==> src/rtl/ddr_fifo_loop_pkg.sv <==
// rtl/ddr_fifo_loop_pkg.sv - shared state encoding and pattern-length helper for the FIFO loop sequencer
package ddr_fifo_loop_pkg;

  typedef enum logic [2:0] {
    S_IDLE,
    S_CLR,
    S_LOAD,
    S_FILL,
    S_PLAY,
    S_DONE
  } state_t;

  localparam int LEN_MAX_W = 16;

  // Pointers wrap modulo 2**aw, so stop<start still yields a valid length; start==stop means one entry.
  function automatic logic [LEN_MAX_W:0] calc_len(
    input logic [LEN_MAX_W-1:0] start,
    input logic [LEN_MAX_W-1:0] stop,
    input int                   aw
  );
    logic [LEN_MAX_W-1:0] mask;
    mask = LEN_MAX_W'((32'd1 << aw) - 32'd1);
    return {1'b0, (stop - start) & mask} + (LEN_MAX_W+1)'(1);
  endfunction

endpackage

==> src/rtl/ddr_loop_idx_cnt.sv <==
// rtl/ddr_loop_idx_cnt.sv - wrapping pattern index counter with end-of-pattern wrap pulse
module ddr_loop_idx_cnt #(
  parameter int AWIDTH = 3
) (
  input  logic              i_clk,
  input  logic              i_rst_n,
  input  logic              i_clr,
  input  logic              i_inc,
  input  logic [AWIDTH:0]   i_len,
  output logic [AWIDTH-1:0] o_idx,
  output logic              o_wrap
);

  logic [AWIDTH-1:0] r_idx;
  logic              w_last;

  assign w_last = ({1'b0, r_idx} == (i_len - (AWIDTH+1)'(1)));
  assign o_wrap = i_inc & w_last;
  assign o_idx  = r_idx;

  always_ff @(posedge i_clk or negedge i_rst_n) begin
    if (!i_rst_n) begin
      r_idx <= '0;
    end else if (i_clr) begin
      r_idx <= '0;
    end else if (i_inc) begin
      r_idx <= w_last ? '0 : r_idx + AWIDTH'(1);
    end
  end

endmodule

==> src/rtl/ddr_fifo_loop_ctrl.sv <==
// rtl/ddr_fifo_loop_ctrl.sv - clear/load/fill/replay sequencer driving a loop-mode ddr_fifo
module ddr_fifo_loop_ctrl
  import ddr_fifo_loop_pkg::*;
#(
  parameter int AWIDTH  = 3,
  parameter int LCWIDTH = 8
) (
  input  logic               i_clk,
  input  logic               i_rst_n,
  input  logic               i_start,
  input  logic               i_abort,
  input  logic [AWIDTH-1:0]  i_start_ptr,
  input  logic [AWIDTH-1:0]  i_stop_ptr,
  input  logic [LCWIDTH-1:0] i_loop_cnt,
  input  logic               i_pat_wr,
  input  logic               i_rd_ready,
  output logic               o_fifo_clr,
  output logic               o_fifo_load_ptr,
  output logic               o_fifo_loop_mode,
  output logic [AWIDTH-1:0]  o_fifo_start_ptr,
  output logic [AWIDTH-1:0]  o_fifo_stop_ptr,
  output logic               o_fifo_write,
  output logic               o_fifo_read,
  output logic               o_fill_done,
  output logic               o_busy,
  output logic               o_done,
  output logic               o_aborted,
  output logic [LCWIDTH-1:0] o_loops_left
);

  state_t               r_state;
  logic [AWIDTH-1:0]    r_start_ptr;
  logic [AWIDTH-1:0]    r_stop_ptr;
  logic [LCWIDTH-1:0]   r_loops_left;
  logic                 r_fifo_clr;
  logic                 r_load_ptr;
  logic                 r_loop_mode;
  logic                 r_fill_done;
  logic                 r_busy;
  logic                 r_done;
  logic                 r_aborted;

  logic [AWIDTH:0]      w_len;
  logic                 w_abort;
  logic                 w_idx_clr;
  logic                 w_wr_wrap;
  logic                 w_rd_wrap;
  logic [AWIDTH-1:0]    w_wr_idx;
  logic [AWIDTH-1:0]    w_rd_idx;

  assign w_len     = (AWIDTH+1)'(calc_len(LEN_MAX_W'(r_start_ptr), LEN_MAX_W'(r_stop_ptr), AWIDTH));
  assign w_abort   = i_abort & (r_state != S_IDLE);
  assign w_idx_clr = (r_state == S_CLR) | w_abort;

  // Abort also masks the strobes so a cancelled run never touches the FIFO on its last cycle.
  assign o_fifo_write = (r_state == S_FILL) & i_pat_wr & ~i_abort;
  assign o_fifo_read  = (r_state == S_PLAY) & i_rd_ready & ~i_abort;

  ddr_loop_idx_cnt #(.AWIDTH(AWIDTH)) u_wr_idx (
    .i_clk   (i_clk),
    .i_rst_n (i_rst_n),
    .i_clr   (w_idx_clr),
    .i_inc   (o_fifo_write),
    .i_len   (w_len),
    .o_idx   (w_wr_idx),
    .o_wrap  (w_wr_wrap)
  );

  ddr_loop_idx_cnt #(.AWIDTH(AWIDTH)) u_rd_idx (
    .i_clk   (i_clk),
    .i_rst_n (i_rst_n),
    .i_clr   (w_idx_clr),
    .i_inc   (o_fifo_read),
    .i_len   (w_len),
    .o_idx   (w_rd_idx),
    .o_wrap  (w_rd_wrap)
  );

  always_ff @(posedge i_clk or negedge i_rst_n) begin
    if (!i_rst_n) begin
      r_state      <= S_IDLE;
      r_start_ptr  <= '0;
      r_stop_ptr   <= '0;
      r_loops_left <= '0;
      r_fifo_clr   <= 1'b0;
      r_load_ptr   <= 1'b0;
      r_loop_mode  <= 1'b0;
      r_fill_done  <= 1'b0;
      r_busy       <= 1'b0;
      r_done       <= 1'b0;
      r_aborted    <= 1'b0;
    end else begin
      r_fifo_clr <= 1'b0;
      r_load_ptr <= 1'b0;
      r_done     <= 1'b0;
      r_aborted  <= 1'b0;
      if (w_abort) begin
        r_state      <= S_IDLE;
        r_fifo_clr   <= 1'b1;
        r_aborted    <= 1'b1;
        r_loop_mode  <= 1'b0;
        r_fill_done  <= 1'b0;
        r_busy       <= 1'b0;
        r_loops_left <= '0;
      end else begin
        case (r_state)
          S_IDLE: begin
            if (i_start) begin
              r_state      <= S_CLR;
              r_start_ptr  <= i_start_ptr;
              r_stop_ptr   <= i_stop_ptr;
              r_loops_left <= i_loop_cnt;
              r_fifo_clr   <= 1'b1;
              r_busy       <= 1'b1;
            end
          end
          S_CLR: begin
            r_state     <= S_LOAD;
            r_load_ptr  <= 1'b1;
            r_loop_mode <= 1'b1;
          end
          S_LOAD: r_state <= S_FILL;
          S_FILL: begin
            if (w_wr_wrap) begin
              r_state     <= S_PLAY;
              r_fill_done <= 1'b1;
            end
          end
          S_PLAY: begin
            // A zero loop count never decrements, which is what makes the infinite run stay in PLAY.
            if (w_rd_wrap && (r_loops_left != '0)) begin
              r_loops_left <= r_loops_left - LCWIDTH'(1);
              if (r_loops_left == LCWIDTH'(1)) begin
                r_state     <= S_DONE;
                r_done      <= 1'b1;
                r_loop_mode <= 1'b0;
              end
            end
          end
          S_DONE: begin
            r_state     <= S_IDLE;
            r_busy      <= 1'b0;
            r_fill_done <= 1'b0;
          end
          default: r_state <= S_IDLE;
        endcase
      end
    end
  end

  assign o_fifo_clr       = r_fifo_clr;
  assign o_fifo_load_ptr  = r_load_ptr;
  assign o_fifo_loop_mode = r_loop_mode;
  assign o_fifo_start_ptr = r_start_ptr;
  assign o_fifo_stop_ptr  = r_stop_ptr;
  assign o_fill_done      = r_fill_done;
  assign o_busy           = r_busy;
  assign o_done           = r_done;
  assign o_aborted        = r_aborted;
  assign o_loops_left     = r_loops_left;

endmodule

==> config.mk <==
export PLATFORM = sky130hd
export DESIGN_NAME = ddr_fifo_loop_ctrl
export DESIGN_NICKNAME = d
export VERILOG_FILES = /design/src/rtl/ddr_fifo_loop_pkg.sv /design/src/rtl/ddr_loop_idx_cnt.sv /design/src/rtl/ddr_fifo_loop_ctrl.sv
export SDC_FILE = /design/constraint.sdc
export NUM_CORES = 1
export LEC_CHECK = 0
export ABC_AREA = 0
export CAP_MARGIN = 20
export CORE_ASPECT_RATIO = 0.8
export CORE_UTILIZATION = 51
export DETAILED_ROUTE_END_ITERATION = 8
export HOLD_SLACK_MARGIN = 0.05
export PLACE_DENSITY = 0.8
export SLEW_MARGIN = 20
export SYNTH_ARGS = -nofsm -noshare
export SYNTH_HDL_FRONTEND = slang
export SYNTH_HIERARCHICAL = 1
export SYNTH_SLANG_ARGS = --single-unit
==> constraint.sdc <==
create_clock -name i_clk -period 4.3 [get_ports i_clk]
set_input_delay 0.645 -clock i_clk [delete_from_list [all_inputs] [get_ports i_clk]]
set_output_delay 0.645 -clock i_clk [all_outputs]
set_load 0.02 [all_outputs]
==> flow_metrics.py, run 1 <==
metrics = {
    "status": {
        "outcome": "complete, no violations",
    },
    "final_layout": {
        "nets": 279,
        "syn_to_final_growth_pct": 26.9,
        "fin_util": 0.674,
        "drive_gt1_frac": 0.116,
        "insertedDiodeCount": 0,
    },
    "die": {
        "core_um2": 3800,
        "die_x_um": 72.4,
        "num_io_pins": 43,
        "rows": 20,
        "die_y_um": 58.3,
        "die_area_um2": 4220,
        "start_util": 0.531,
    },
    "hold_path": {
        "hp-start": "o_loops_left[6]",
        "holdPathStages": 1,
        "hold_path_end": "o_loops_left[6]",
        "hold_class": "reg2reg",
    },
    "synthesis": {
        "synth_top_cells_by_count": "30 x dfrtp_1, 14 x a21oi_1, 14 x inv_1, 14 x nand2_1, 14 x nor2_1",
        "yosysTopAreaCellShare": 0.372,
        "syn-cell-area_um2": 2020,
        "syn-num-nets": 234,
        "synth_most_common_cell": "dfrtp_1",
        "yosysSeqAreaShare": 0.372,
        "yosysWarnings": 6,
        "avgSynthCellArea_um2": 9.91,
        "synth_edf_count": 0,
        "synth.largest_area_cell": "dfrtp_1",
        "yosys-mux-area-fraction": 0.0272,
        "synth_top_family_by_area": "simple AND/OR/NAND/NOR gates",
        "yosys.area_share.adder": 0.0656,
        "synth_cells": 204,
        "synthArstFlopShare": 1.00,
        "synthFlopType": "dfrtp_1",
        "synth-compound-area-share": 0.181,
        "synth_xor_area_frac": 0.0712,
        "synthTopCellsByArea": "dfrtp_1 37%, ha_1 5.6%, xnor2_1 3.9%, a21oi_1 3.5%, o21ai_0 3.0%",
        "synth_cell_types": 50,
        "yosys.area_share.simple": 0.228,
        "ys_ff_latch": 30,
    },
    "sta": {
        "worst_pin_slew_ns": 0.689,
        "fin_crit_sh": 0.872,
        "clock_skew_ns": 0.00736,
        "slew_headroom": 0.541,
        "worst_slack_ns": 0.550,
        "rsz0062_at_grt": "no",
        "tns_ns": 0,
        "hold_viol_final": 0,
        "clock.fmax_mhz": 267,
        "setup_violations": 0,
        "slew_viol_final": 0,
        "whs_ns": 0.548,
        "post-route-min-period_ns": 3.75,
    },
    "clock_network": {
        "post-cts-setup-buffers": 0,
        "clk_latency_ns": 0.28,
        "clk_pin_slew_worst_paths_ns": 0.07,
        "cts_buffers": 5,
        "cts_resized": 0,
        "cts_tree": "yes",
        "htree_levels": 2,
        "clock_tree.root_cell": "clkbuf_8",
        "cts_buffer_depth": 2,
        "clkSinkCount": 30,
        "cts.hold.buffers_added": 0,
    },
    "critical_path": {
        "max_stage_delay_ns": 0.45,
        "critPathLaunchType": "flip-flop",
        "reg2reg_depth": 15,
        "slowest_stage": "fa_1",
        "crit_required_ns": 4.49,
        "critPathMaxFanout": 10,
        "r2r-start": "o_fifo_stop_ptr[0]",
        "endpoint_kind": "flip-flop",
        "criticalPathCategory": "reg2reg",
        "reg2reg_slack_ns": 0.55,
        "r2r_end": "o_loops_left[0]",
        "crit_chain": "inv_1 > ha_1 > inv_1 > fa_1 > ha_1 > inv_1 > ha_1 > xor3_1 > nor3_2 > and3_1 > nand2b_1 > a21oi_1 > a21oi_2 > nand3_2 > o31ai_1",
        "cp.arrival_ns": 3.94,
    },
    "grt": {
        "antenna_found_initial": 0,
        "grt.total_usage": 0.225,
        "grt_pass1_vias": 1541,
        "grt_pass1_wl_um": 7270,
        "grt_max_degree": 31,
        "overflow": 0,
    },
    "power": {
        "pwr-share-seq": 0.243,
        "p_sw_frac": 0.450,
        "pwr-share-comb": 0.630,
        "vdd.ir_drop.worst_mv": 0.436,
        "clockPowerShare": 0.128,
        "p_int_uw": 1010,
        "powerDensity_nw_per_um2": 714,
        "power.switching_uw": 823,
        "p_leak_uw": 0.00108,
    },
    "drt": {
        "drt-vias-per-instance": 5.57,
        "detail_route.wl_per_cell_um": 14.0,
        "detail-route-antenna-nets": 0,
        "drc_errors": 0,
        "drt_iter0_drc": 102,
        "drtPass1Iterations": 4,
        "num_vias": 1699,
        "wl_um": 4270,
    },
    "placement": {
        "portBuffers": 42,
        "gp_congestion": 0.854,
        "dp_hpwl_um": 3130,
        "place_ws_ns": 0.606,
    },
    "job": {
        "max_cap_viol_count": 0,
    },
}
==> power by group through the flow <==
stage                     sequential [µW]  combinational, µW  clock (µW)
after global placement                447               1120           0
after floorplan                       506                786           0
after detailed placement              448               1150           0
after CTS                             444               1150         243
final                                 444               1150         233
after global routing                  457               1260         252
==> sequential cells by signal, summed over array words and instances (netlist names), 3 cells and up <==
name	count
o_fifo_start_ptr	3
u_wr_idx/o_idx	3
o_loops_left	8
u_rd_idx/o_idx	3
r_state	3
o_fifo_stop_ptr	3
==> cell families after synthesis <==
family / count (synthesis)
fa+ha+maj: 10
buf+inv: 21
flops: 30
xor+xnor: 13
simple gates: 73
compound gates: 52
mux: 5
==> how the worst max path moves through the flow <==
stage | startpoint | end | slack, ns | cells after the start
6_report | o_fifo_stop_ptr[0] | o_loops_left[0] | 0.55 | 15
4_1_cts | o_fifo_stop_ptr[0] | o_loops_left[0] | 0.59 | 15
3_5_place_dp | o_fifo_stop_ptr[0] | o_loops_left[0] | 0.61 | 15
5_1_grt | o_fifo_stop_ptr[0] | o_loops_left[0] | 0.26 | 15
2_1_floorplan | o_fifo_stop_ptr[0] | o_loops_left[0] | 0.89 | 15
3_3_place_gp | o_fifo_start_ptr[0] | o_loops_left[0] | 0.77 | 14
==> area by class of cell <==
class / instances / area, µm²
fill: 323 / 1240
multi-input combinational: 153 / 1160
sequential: 30 / 751
timing repair buffer: 45 / 443
clock buffer: 7 / 86.3
tap: 55 / 68.8
inverter: 14 / 52.6
clock inverter: 1 / 5.00
==> metal layers <==
metal | vias up | wire length (µm) | GRT usage
li1 | 828 | - | -
met1 | 824 | 2130 | 0.339
met2 | 42 | 1870 | 0.319
met3 | 5 | 213 | 0.0531
met4 | 0 | 57 | 0.0756
met5 | - | 0 | 0
==> through the flow <==
step	area, µm²	cells	total power [µW]
global placement	2470	297	1560
global route	2560	305	1970
detailed placement	2470	297	1600
floorplan	2020	204	1290
CTS	2560	305	1840
finish	2560	305	1830
==> critical path: cells and delay by family, from the launching register on <==
kind	cells	cell delay, ns
flops	1	0.38
xor+xnor	1	0.38
fa+ha+maj	4	1.17
compound gates	3	0.73
buf+inv	3	0.19
simple gates	4	0.81
==> cells in the final DEF, fill, tap and decap left out, types with 2 or more instances in the layout <==
master and count:
clkdlybuf4s50_1 42, clkbuf_8 6, ha_1 9, nand2_1 14
and3b_1 2, and2_1 2, a311oi_1 2, o311ai_0 2
xor3_1 2, xnor2_1 9, a21oi_1 14, nor2_8 2
nor3_2 3, a311oi_2 2, nor2_1 14, o21ai_0 12
nor2b_1 3, and3_1 5, nor3_1 2, xor2_1 2
inv_1 14, o31ai_1 4, nor4_1 5, mux2_2 4
o2bb2ai_1 6, nand2b_1 5, nor3b_1 2, dfrtp_1 30
nand3_1 7, o31a_1 2, buf_4 3
No activity file was read; power rests on OpenSTA's default activity.
==> run 2, diff against run 1 <==
--- a/config.mk
+++ b/config.mk
@@ -6,14 +6,14 @@
 export NUM_CORES = 1
 export LEC_CHECK = 0
 export ABC_AREA = 0
+export ABC_CLOCK_PERIOD_IN_PS = 4100
 export CAP_MARGIN = 20
 export CORE_ASPECT_RATIO = 0.8
-export CORE_UTILIZATION = 51
+export CORE_UTILIZATION = 49
 export DETAILED_ROUTE_END_ITERATION = 8
 export HOLD_SLACK_MARGIN = 0.05
-export PLACE_DENSITY = 0.8
+export PLACE_DENSITY = 0.79
 export SLEW_MARGIN = 20
 export SYNTH_ARGS = -nofsm -noshare
 export SYNTH_HDL_FRONTEND = slang
-export SYNTH_HIERARCHICAL = 1
 export SYNTH_SLANG_ARGS = --single-unit
==> constraint.sdc (replaced) <==
create_clock -name i_clk -period 4.1 [get_ports i_clk]
set_input_delay 0.615 -clock i_clk [delete_from_list [all_inputs] [get_ports i_clk]]
set_output_delay 0.615 -clock i_clk [all_outputs]
set_load 0.02 [all_outputs]
==> flow_metrics.py, run 2 <==
metrics = {
    "status": {
        "outcome": "complete, no violations",
    },
    "grt": {
        "grt.total_usage": 0.245,
        "grt_pass1_vias": 1477,
        "antenna_found_initial": 0,
        "grt_max_degree": 31,
        "grt_pass1_wl_um": 7310,
        "overflow": 0,
    },
    "power": {
        "powerDensity_nw_per_um2": 762,
        "p_leak_uw": 0.000985,
        "vdd.ir_drop.worst_mv": 0.453,
    },
    "sta": {
        "fin_crit_sh": 0.815,
        "slew_headroom": 0.467,
        "worst_pin_slew_ns": 0.792,
        "slew_viol_final": 0,
        "setup_violations": 0,
        "clock_skew_ns": 0.00313,
        "whs_ns": 0.498,
        "post-route-min-period_ns": 3.34,
        "clock.fmax_mhz": 299,
        "hold_viol_final": 0,
        "tns_ns": 0,
        "rsz0062_at_grt": "no",
    },
    "final_layout": {
        "drive_gt1_frac": 0.147,
        "largest_register_ffs": 8,
        "nets": 245,
        "final_cell_mix": "42 x clkdlybuf4s50_1, 30 x dfrtp_1, 19 x nand2_1",
        "fin_util": 0.678,
        "mostFrequentLayoutCell": "clkdlybuf4s50_1",
        "insertedDiodeCount": 0,
        "syn_to_final_growth_pct": 31.1,
    },
    "placement": {
        "portBuffers": 42,
        "dp_hpwl_um": 3130,
        "gp_congestion": 0.809,
    },
    "critical_path": {
        "max_stage_delay_ns": 0.64,
        "reg2reg_slack_ns": 1.73,
        "r2r-start": "o_fifo_stop_ptr[0]",
        "reg2reg_depth": 9,
        "critPathLaunchType": "input port",
        "criticalPathCategory": "in2out",
        "crit_required_ns": 3.48,
        "cp-startpoint": "i_abort",
        "crit_path_frequent_cell": "clkdlybuf4s50_1",
        "crit_end": "o_fifo_read",
        "slowest_stage": "clkdlybuf4s50_1",
        "endpoint_kind": "primary output",
        "critPathMaxFanout": 11,
        "r2r_end": "o_loops_left[7]",
        "crit_chain": "clkdlybuf4s50_1 > nor4b_4 > nand2_1 > inv_1 > clkdlybuf4s50_1",
        "cp.arrival_ns": 2.73,
    },
    "synthesis": {
        "synth_cells": 173,
        "synthArstFlopShare": 1.00,
        "yosysSeqAreaShare": 0.418,
        "yosysTopAreaCellShare": 0.418,
        "synth_most_common_cell": "dfrtp_1",
        "syn-num-nets": 200,
        "synth_cell_types": 59,
        "synthFlopType": "dfrtp_1",
        "synth_top_cells_by_count": "30 x dfrtp_1, 19 x nand2_1, 12 x o21ai_0, 10 x nor2_1, 8 x inv_1",
        "yosysWarnings": 0,
        "avgSynthCellArea_um2": 10.4,
        "syn-cell-area_um2": 1790,
        "synthTopCellsByArea": "dfrtp_1 42%, ha_1 4.2%, nand2_1 4.0%, o21ai_0 3.3%, mux2_2 2.5%",
        "synth_edf_count": 0,
        "ys_ff_latch": 30,
        "synth.largest_area_cell": "dfrtp_1",
    },
    "drt": {
        "drt-vias-per-instance": 5.84,
        "detail_route.wl_per_cell_um": 17.0,
        "drt_iter0_drc": 104,
        "drc_errors": 0,
        "drtPass1Iterations": 4,
        "wl_um": 4420,
        "num_vias": 1518,
        "detail-route-antenna-nets": 0,
    },
    "clock_network": {
        "cts_resized": 0,
        "cts.hold.buffers_added": 0,
        "cts_tree": "yes",
        "post-cts-setup-buffers": 0,
        "clock_tree.root_cell": "clkbuf_8",
        "clk_latency_ns": 0.28,
        "cts_buffer_depth": 2,
        "clkSinkCount": 30,
        "htree_levels": 2,
        "clk_pin_slew_worst_paths_ns": 0.06,
        "cts_buffers": 5,
    },
    "die": {
        "die_area_um2": 3910,
        "die_x_um": 69.7,
        "core_um2": 3470,
        "rows": 19,
        "num_io_pins": 43,
        "start_util": 0.517,
        "die_y_um": 56.1,
    },
    "job": {
        "max_cap_viol_count": 0,
    },
    "hold_path": {
        "hold_class": "reg2reg",
    },
}
run 2: cell types whose count changed in the layout (fill, tap and decap cells not counted), sizes merged, moves of 4 or more:
cell / change
nor2: -5
a21oi: -8
nand4b: +4
nand3: -4
o2bb2ai: -6
a311oi: -4
xnor2: -5
and3: -5
nand2: +6
nor4: -4
o22ai: +4
run 2: kinds of logic (layout without fill, tap and decap cells):
family,count (synthesis),in the layout,synth area share
xor+xnor,8,8,0.0579
mux,6,6,0.0363
buf+inv,17,62,0.0467
fa+ha+maj,7,7,0.0530
simple gates,61,61,0.213
flops,30,30,0.418
compound gates,44,44,0.175
run 2: final cells by class:
type                       count  area (µm²)
multi-input combinational    126         960
inverter                      11        41.3
sequential                    30         751
fill                         255        1120
clock buffer                   6        82.6
tap                           42        52.6
timing repair buffer          44         435
clock inverter                 1        30.0
run 2: metal layers:
metal  routed length, µm  track usage
met1                2000        0.325
met2                2120        0.384
met3                 214       0.0598
met4                  91        0.109
met5                   0            0
run 2: power breakdown:
group	switching [µW]	leakage, µW	total [µW]	internal (µW)
logic	536	0.000543	981	445
clock network	108	0.0000573	302	194
registers	120	0.000385	508	389
run 2: worst min path at each step:
stage	start	end	slack, ns	cells past startpoint
after global placement	o_fill_done	o_fill_done	0.49	2
after floorplan	i_rst_n	o_aborted	0.32	0
final	o_fill_done	o_fill_done	0.50	2
after detailed placement	o_fill_done	o_fill_done	0.49	2
after CTS	o_fill_done	o_fill_done	0.50	2
after global routing	o_fill_done	o_fill_done	0.56	2
run 2: critical path, delay by kind of cell:
kind / cells / cell delay, ns
buffers and inverters: 3 / 1.40
AND/OR/NAND/NOR: 2 / 0.70
run 2: through the flow:
step / total power [µW] / setup WS (ns) / instance area [µm²] / cells
5_1_grt: 1900 / 0.675 / 2350 / 260
6_report: 1790 / 0.757 / 2350 / 260
2_1_floorplan: 1160 / 1.79 / 1790 / 173
3_3_place_gp: 1450 / 0.870 / 2240 / 253
3_5_place_dp: 1480 / 0.792 / 2240 / 253
4_1_cts: 1790 / 0.768 / 2350 / 260
